File: src/rtl/demux_1to8_staged.sv
// One-to-eight registered demultiplexer with a one-entry output register and valid/ready per channel.
// Optional accepted-transfer counter enabled by defining DEMUX_ACCEPT_COUNT_EN.
module demux_1to8_staged #(
  parameter int WIDTH = 32
) (
  input  logic                 clk,
  input  logic                 reset,
  input  logic                 in_valid,
  output logic                 in_ready,
  input  logic [2:0]           select,
  input  logic [WIDTH-1:0]     in_data,
  output logic [7:0]           out_valid,
  input  logic [7:0]           out_ready,
  output logic [8*WIDTH-1:0]   out_data,
  output logic                 busy,
  output logic [15:0]          accept_count
);

  // Handshake: a word moves when valid and ready are both high at a rising edge.
  // in_ready never looks at in_valid; a channel drains when out_valid[i] & out_ready[i].
  // Each bit of valid_q is that channel's EMPTY(0)/FULL(1) state and is visible on out_valid.
  logic [7:0]         valid_q, valid_d;
  logic [8*WIDTH-1:0] data_q, data_d;
  logic               accept;

  assign in_ready = ~valid_q[select] | out_ready[select];
  assign accept   = in_valid & in_ready & ~reset;

  always_comb begin
    valid_d = valid_q & ~out_ready;
    data_d  = data_q;
    if (accept) begin
      valid_d[select]                  = 1'b1;
      data_d[select*WIDTH +: WIDTH]    = in_data;
    end
  end

  always_ff @(posedge clk) begin
    if (reset) begin
      valid_q <= '0;
      data_q  <= '0;
    end else begin
      valid_q <= valid_d;
      data_q  <= data_d;
    end
  end

  assign out_valid = valid_q;
  assign out_data  = data_q;
  assign busy      = |valid_q;

`ifdef DEMUX_ACCEPT_COUNT_EN
  logic [15:0] count_q, count_d;

  always_comb begin
    count_d = count_q;
    if (accept) count_d = count_q + 16'd1;
  end

  always_ff @(posedge clk) begin
    if (reset) count_q <= '0;
    else       count_q <= count_d;
  end

  assign accept_count = count_q;
`else
  assign accept_count = 16'h0000;
`endif

endmodule
File: config.mk
export PLATFORM = sky130hd
export DESIGN_NAME = demux_1to8_staged
export DESIGN_NICKNAME = d
export VERILOG_FILES = /design/src/rtl/demux_1to8_staged.sv
export SDC_FILE = /design/constraint.sdc
export NUM_CORES = 1
export LEC_CHECK = 0
export BUFFER_PORTS_ARGS = -buffer_cell sky130_fd_sc_hd__buf_2
export CAP_MARGIN = 20
export CELL_PAD_IN_SITES_DETAIL_PLACEMENT = 1
export CELL_PAD_IN_SITES_GLOBAL_PLACEMENT = 1
export CORE_MARGIN = 1.5
export CORE_UTILIZATION = 35
export DETAILED_ROUTE_END_ITERATION = 16
export PLACE_DENSITY_LB_ADDON = 0.1
export SLEW_MARGIN = 25
export SYNTH_ARGS = -nofsm -noshare
export SYNTH_HDL_FRONTEND = slang
export SYNTH_SLANG_ARGS = --single-unit
File: constraint.sdc
create_clock -name clk -period 2.35 [get_ports clk]
set_input_delay 0.1175 -clock clk [delete_from_list [all_inputs] [get_ports clk]]
set_output_delay 0.1175 -clock clk [all_outputs]
set_load 0.02 [all_outputs]
==> results of run 1 <==
## sequential cells by signal (all words and copies together) (netlist names)
register and count:
out_data 256, out_valid 8
## layer usage
layer / global-route usage [%] / up-vias / share of wire [%]
met4: 9.77 / 0 / 4.1
met5: 0 / - / 0
met3: 5.45 / 82 / 6.6
li1: - / 4342 / -
met2: 39.1 / 326 / 43
met1: 35.0 / 4578 / 46
## tightest hold or removal path: cells and delay by family
family,cells,cell delay [ns]
buffers and inverters,1,0.15
AND/OR/NAND/NOR,1,0.17
AO/OA/AOI/OAI,1,0.08
## cells in the final DEF, fill, tap and decap left out, types with 17 or more instances in the layout
master / n
a31o_2: 22
a21oi_1: 35
nor2_1: 38
nand4_1: 17
nand2_1: 90
inv_1: 20
o32ai_1: 19
dfxtp_1: 264
nor4_1: 22
buf_2: 310
dlygate4sd3_1: 41
a22o_1: 96
clkbuf_16: 30
o2bb2ai_1: 36
o21ai_0: 34
buf_4: 47
o2bb2ai_2: 30
mux2i_1: 38
## cell type report
| type | count | area [um2] | area share, % |
|---|---|---|---|
| clock buffers | 43 | 870 | 6.22 |
| multi-input cells | 597 | 4450 | 31.8 |
| flip-flops and latches | 264 | 5290 | 37.8 |
| repair buffers | 413 | 2620 | 18.7 |
| clock inverters | 13 | 194 | 1.39 |
| inverters | 22 | 87.6 | 0.627 |
| well taps | 384 | 480 | 3.44 |
## cell usage after synthesis, types with 2 or more instances
master     instances
a311o_1            6
and4_1             6
nor4b_1            2
a31o_2            22
clkbuf_1          53
and3_1             2
mux2_2             3
nor4_1            22
o2bb2ai_1         36
nor3b_1           16
nor2b_1            2
o21ai_1            2
buf_1              9
or3_1              2
o32ai_1           19
ha_1               6
o21ai_0           34
nand3_1            7
nor2_1            38
nand3_2            2
dfxtp_1          264
nor3_1             5
a41o_1            10
a21oi_1           36
mux2i_1           38
and2_1             3
buf_4             16
a41oi_4            3
nand4_1           17
or4_1             12
nand2b_1           5
o2bb2ai_2         30
o22ai_1            2
buf_2             20
nand2_1           90
a22o_1            96
inv_1             21
buf_6             11
## final timing paths
check                    start           end  slack [ns]  cells past startpoint
setup reg to reg  out_valid[3]  out_valid[7]        0.27                      7
setup / recovery  out_valid[3]  out_valid[7]        0.27                      7
hold reg to reg   out_data[17]  out_data[17]        0.46                      1
hold / removal       select[2]  out_valid[6]        0.03                      3
## what timing repair did
item	CTS	global route
hold endpoints to repair	48	0
resized for setup	0	2
hold buffers	41	0
setup buffers	0	1
setup endpoints to repair	0	1
## power by group
| group | leakage (nW) | internal (mW) | switching, mW |
|---|---|---|---|
| Clock | 0.513 | 3.02 | 1.95 |
| Sequential | 2.13 | 4.50 | 0.0204 |
| Combinational | 3.73 | 0.263 | 0.580 |
## cell families after synthesis
| kind of cell | after synthesis |
|---|---|
| AOI/OAI and AO/OA | 300 |
| DFF | 264 |
| and+or+nand+nor | 234 |
| buffers and inverters | 131 |
| muxes | 41 |
| adders and majority gates | 6 |
| other | 1 |
## through the flow
stage               hold WS [ns]  power [mW]  instance area, um2  instances
floorplan                  0.235        5.07               10300        992
global placement           0.343        5.40               12500       1638
detailed placement         0.345        5.40               12500       1638
CTS                     0.000105        10.4               14000       1735
global route              0.0337        10.6               14000       1736
finish                    0.0263        10.3               14000       1736
==> flow_metrics.env, run 1 <==
export IMPL_status="finished clean"
export IMPL_ys_types=47
export IMPL_ys_warn_count=0
export IMPL_grt_pass1_vias=9508
export IMPL_synth_top_family_by_area="compound AO/OA/AOI/OAI gates"
export IMPL_synth_fa_ha_area_share_pct=0.731
export IMPL_die_w_um=174
export IMPL_grt_max_degree=50
export IMPL_cts_buffer_depth=3
export IMPL_worst_setup_path_start_kind="flip-flop"
export IMPL_setup_viol=0
export IMPL_worst_skew_pair_late_latency_ns=0.56
export IMPL_critPathArrivalTime_ns=2.58
export IMPL_drv_cap=0
export IMPL_clkSlewWorstSetupHoldPaths_ns=0.06
export IMPL_max_freq_mhz=481
export IMPL_p_per_area_nw_per_um2=739
export IMPL_relSlewSlack_pct=59.7
export IMPL_drc=0
export IMPL_initial_core_util_pct=35.7
export IMPL_cts_sinks=264
export IMPL_required_ns=2.85
export IMPL_async_flop_share_pct=0
export IMPL_gp_congestion=0.817
export IMPL_yosys_area_top_type_share_pct=51.5
export IMPL_synthSimpleGateAreaFrac_pct=11.6
export IMPL_finalHoldViolations=0
export IMPL_row_count=62
export IMPL_die_h_um=174
export IMPL_area_delta_synth_final_pct=36.1
export IMPL_synthFlopType="dfxtp_1"
export IMPL_cts_root_buf="clkbuf_16"
export IMPL_fin_setup_tns_ns=0
export IMPL_dpl_hpwl_um=27200
export IMPL_n_antenna_cell=0
export IMPL_gr_total_overflow=0
export IMPL_core_um2=28800
export IMPL_ys_ff_latch=264
export IMPL_finClkSkew_ns=0.0114
export IMPL_gr_usage_all_layers_pct=25.5
export IMPL_cp_cell_sequence="mux2_2 > nand3_1 > a31oi_4 > inv_4 > nand4_1 > o32ai_1 > dlygate4sd3_1"
export IMPL_cpLargestDelayFamily="buffers and inverters"
export IMPL_synth_avg_cell_area_um2=10.5
export IMPL_critPathMaxFanout=12
export IMPL_fin_util_pct=48.6
export IMPL_hp_class="primary input to flip-flop"
export IMPL_layout_min_cycle_time_ns=2.08
export IMPL_p_leak_nw=6.37
export IMPL_yosysTopAreaCell="dfxtp_1"
export IMPL_antenna_found_initial=1
export IMPL_end_kind="flip-flop"
export IMPL_drt_iter0_drc=584
export IMPL_synth_compound_area_share_pct=25.7
export IMPL_rsz0062_at_grt="false"
export IMPL_worst_pin_slew_ns=0.603
export IMPL_critPathKind="flip-flop to flip-flop"
export IMPL_synthTopCellsByArea="dfxtp_1 (51%), a22o_1 (8.2%), o2bb2ai_2 (4.4%)"
export IMPL_worst_path_largest_cell_delay_ns=0.57
export IMPL_synth_edf_count=0
export IMPL_htree_levels=1
export IMPL_io_buffers=311
export IMPL_routed_wl_um=39600
export IMPL_wl_per_cell_um=22.8
export IMPL_grt_pass1_wl_um=60000
export IMPL_drive_gt1_share_pct=36.7
export IMPL_syn_inst=977
export IMPL_cp_slowest_cell="dlygate4sd3_1"
export IMPL_dr_pass1_iters=5
export IMPL_layout_nets=1380
export IMPL_netlist_area_um2=10300
export IMPL_fp_dieArea_um2=30400
export IMPL_synthMuxAreaShare_pct=4.03
export IMPL_slew_viol_final=0
export IMPL_crit_buf_inv=2
export IMPL_ys_seq_area_share_pct=51.5
export IMPL_n_fill_cell=3209
export IMPL_drtAntennaViolNets=0
export IMPL_synthXorXnorAreaFrac_pct=0
export IMPL_cts_made_buffers=30
export IMPL_period_share_pct=88.5
export IMPL_ir_drop_mv=0.565
export IMPL_cts_tree="yes"
export IMPL_via_per_inst=5.37
export IMPL_io_pins=328
export IMPL_vias=9328
export IMPL_preCtsSetupSlack_ns=0.0873
export IMPL_setup_slack_ns=0.269
No activity file was read; power rests on OpenSTA's default activity.
==> run 2, diff against run 1 <==
--- a/config.mk
+++ b/config.mk
@@ -5,12 +5,13 @@
 export SDC_FILE = /design/constraint.sdc
 export NUM_CORES = 1
 export LEC_CHECK = 0
+export ABC_AREA = 1
 export BUFFER_PORTS_ARGS = -buffer_cell sky130_fd_sc_hd__buf_2
 export CAP_MARGIN = 20
 export CELL_PAD_IN_SITES_DETAIL_PLACEMENT = 1
 export CELL_PAD_IN_SITES_GLOBAL_PLACEMENT = 1
 export CORE_MARGIN = 1.5
-export CORE_UTILIZATION = 35
+export CORE_UTILIZATION = 33
 export DETAILED_ROUTE_END_ITERATION = 16
 export PLACE_DENSITY_LB_ADDON = 0.1
 export SLEW_MARGIN = 25
==> run 2 against run 1 <==
Compared with the run above: global-route usage increased by 0.93 points; maximum frequency is 4.0% lower; sequential power increased by 2%; design area grew 26%; synthesized cell count up 130%; highest routed layer unchanged.
==> flow_metrics.env, run 2 <==
export IMPL_status="finished clean"
export IMPL_layout_nets=2629
export IMPL_gp_congestion=0.813
export IMPL_critPathMaxFanout=43
export IMPL_crit_buf_inv=2
export IMPL_gr_usage_all_layers_pct=26.4
export IMPL_dr_pass1_iters=5
export IMPL_layout_commonest_cell="nand2_1"
export IMPL_drtAntennaViolNets=0
export IMPL_critPathArrivalTime_ns=2.58
export IMPL_ys_ff_latch=264
export IMPL_largest_reg_flops=256
export IMPL_fin_setup_tns_ns=0
export IMPL_wl_per_cell_um=18.2
export IMPL_grt_pass1_wl_um=86100
export IMPL_ys_types=26
export IMPL_pwr_share_comb_pct=13.9
export IMPL_drv_cap=0
export IMPL_hp_class="primary input to flip-flop"
export IMPL_io_pins=328
export IMPL_worstHoldPathCells=4
export IMPL_grt_max_degree=99
export IMPL_synthTopCellsByArea="dfxtp_1 (39%), nand2_1 (17%), nor2_1 (13%)"
export IMPL_n_antenna_cell=0
export IMPL_yosys_area_top_type_share_pct=38.5
export IMPL_required_ns=2.77
export IMPL_finalHoldViolations=0
export IMPL_hp_start="reset"
export IMPL_finClkSkew_ns=0.0218
export IMPL_timing_rr_end="out_valid[0]"
export IMPL_synth_edf_count=0
export IMPL_drt_iter0_drc=851
export IMPL_ir_drop_mv=0.352
export IMPL_synth_common_cells="nand2_1 (624), nor2_1 (461), inv_1 (440), dfxtp_1 (264), nand4_1 (173)"
export IMPL_reg2reg_depth=11
export IMPL_routed_wl_um=56800
export IMPL_antenna_found_initial=0
export IMPL_worst_skew_pair_late_latency_ns=0.55
export IMPL_ys_warn_count=0
export IMPL_min_to="out_data[252]"
export IMPL_n_fill_cell=5519
export IMPL_crit_start="out_valid[3]"
export IMPL_drc=0
export IMPL_p_int_mw=8.00
export IMPL_post_cts_buffers=0
export IMPL_worst_setup_path_start_kind="flip-flop"
export IMPL_p_leak_nw=9.79
export IMPL_slew_viol_final=0
export IMPL_r2r_setup_slack_ns=0.18
export IMPL_final_cell_mix="nand2_1 (624), nor2_1 (460), inv_1 (438), buf_2 (310), dfxtp_1 (264)"
export IMPL_r2r_start="out_valid[3]"
export IMPL_power_share_switching_pct=28.9
export IMPL_syn_inst=2258
export IMPL_p_per_area_nw_per_um2=640
export IMPL_cts_buffer_depth=3
export IMPL_io_buffers=311
export IMPL_area_delta_synth_final_pct=27.9
export IMPL_cp_slowest_cell="dlygate4sd3_1"
export IMPL_clkPwrFrac_pct=44.9
export IMPL_grt_pass1_vias=14747
export IMPL_p_sw_mw=3.24
export IMPL_max_freq_mhz=462
export IMPL_cts_resized=0
export IMPL_core_um2=40900
export IMPL_worst_pin_slew_ns=0.518
export IMPL_cts_made_buffers=34
export IMPL_drive_gt1_share_pct=17.9
export IMPL_cp_common_cell="nand2_1"
export IMPL_finalPower_mw=11.2
export IMPL_vias=14682
export IMPL_htree_levels=2
export IMPL_row_count=74
export IMPL_die_w_um=207
export IMPL_fp_dieArea_um2=42800
export IMPL_layout_min_cycle_time_ns=2.17
export IMPL_setup_viol=0
export IMPL_gr_total_overflow=0
export IMPL_critPathKind="flip-flop to flip-flop"
export IMPL_cts_root_buf="clkbuf_16"
export IMPL_end_kind="flip-flop"
export IMPL_pwr_share_seq_pct=41.2
export IMPL_yosysTopAreaCell="dfxtp_1"
export IMPL_synth_most_common_cell="nand2_1"
export IMPL_netlist_area_um2=13700
export IMPL_cp_cell_sequence="nand2_1 > nand2_1 > nand2_1 > nand2_1 > nand2_1 > nand2_1 > nand2_4 > buf_12 > nand3_1 > a21oi_1 > dlygate4sd3_1"
export IMPL_period_share_pct=92.2
export IMPL_rsz0062_at_grt="false"
export IMPL_cts_sinks=264
export IMPL_initial_core_util_pct=33.5
export IMPL_dpl_hpwl_um=41300
export IMPL_worst_path_largest_cell_delay_ns=0.56
export IMPL_synth_avg_cell_area_um2=6.08
export IMPL_cpLargestDelayFamily="buffers and inverters"
export IMPL_ys_seq_area_share_pct=38.5
export IMPL_async_flop_share_pct=0
export IMPL_cts_tree="yes"
export IMPL_relSlewSlack_pct=65.3
export IMPL_clkSlewWorstSetupHoldPaths_ns=0.06
export IMPL_via_per_inst=4.69
export IMPL_synthFlopType="dfxtp_1"
export IMPL_die_h_um=207
-- run 2: layout make-up --
cell class	count	area (um2)	area share, %
multi-input cells	1392	5980	34.1
flip-flops and latches	264	5290	30.1
clock buffers	47	961	5.47
clock inverters	9	80.1	0.456
inverters	446	1680	9.56
repair buffers	439	2900	16.5
well taps	532	666	3.79
-- run 2: through the flow --
stage,area (um2),hold slack [ns],cells,setup WS (ns),util (%)
after floorplan,13800,0.252,2273,0.00327,-
after global placement,16000,0.360,3025,0.196,39.2
after detailed placement,16000,0.380,3025,0.113,39.2
after CTS,17600,0.245,3129,0.188,42.9
after global routing,17600,0.307,3129,0.0679,42.9
final,17600,0.281,3129,0.184,42.9
-- run 2: power groups by stage --
stage / registers (mW) / logic (mW) / clock network [mW]
finish: 4.63 / 1.56 / 5.05
CTS: 4.64 / 1.56 / 5.19
floorplan: 4.83 / 0.789 / 0
global route: 4.64 / 1.71 / 5.34
detailed placement: 4.73 / 1.50 / 0
global placement: 4.73 / 1.48 / 0
-- run 2: cell families after synthesis --
family          count (synthesis)  share of synthesized area [%]
buf+inv                       617                           18.6
other cells                     1                         0.0273
compound gates                  8                          0.292
flops                         264                           38.5
simple gates                 1362                           42.1
fa+ha+maj                       6                          0.547
-- run 2: timing repair --
item,4_1_cts,5_1_grt
endpoints found under the setup margin,0,0
hold buffers,48,0
hold endpoints to repair,40,0
-- run 2: worst register-to-register path: cells and delay by family (launching register included) --
family          cells  cell delay (ns)
buf+inv             2             0.83
simple gates        8             0.76
flops               1             0.40
compound gates      1             0.07
-- run 2: worst max path at each step --
stage	to	slack (ns)	depth (start not counted)
after detailed placement	out_data[155]	0.11	13
after CTS	out_valid[0]	0.19	11
after global placement	out_data[152]	0.20	13
after global routing	out_valid[0]	0.07	11
final	out_valid[0]	0.18	11
after floorplan	out_data[134]	0.003	15
-- run 2: metal layers --
| layer | global-route usage (%) | vias to the layer above | part of all wire (%) | wire length [um] |
|---|---|---|---|---|
| li1 | - | 7304 | - | - |
| met5 | 0 | - | 0 | 0 |
| met2 | 43.8 | 349 | 47 | 26500 |
| met4 | 7.71 | 0 | 2.3 | 1310 |
| met3 | 4.98 | 67 | 5.3 | 2990 |
| met1 | 34.9 | 6962 | 46 | 26100 |
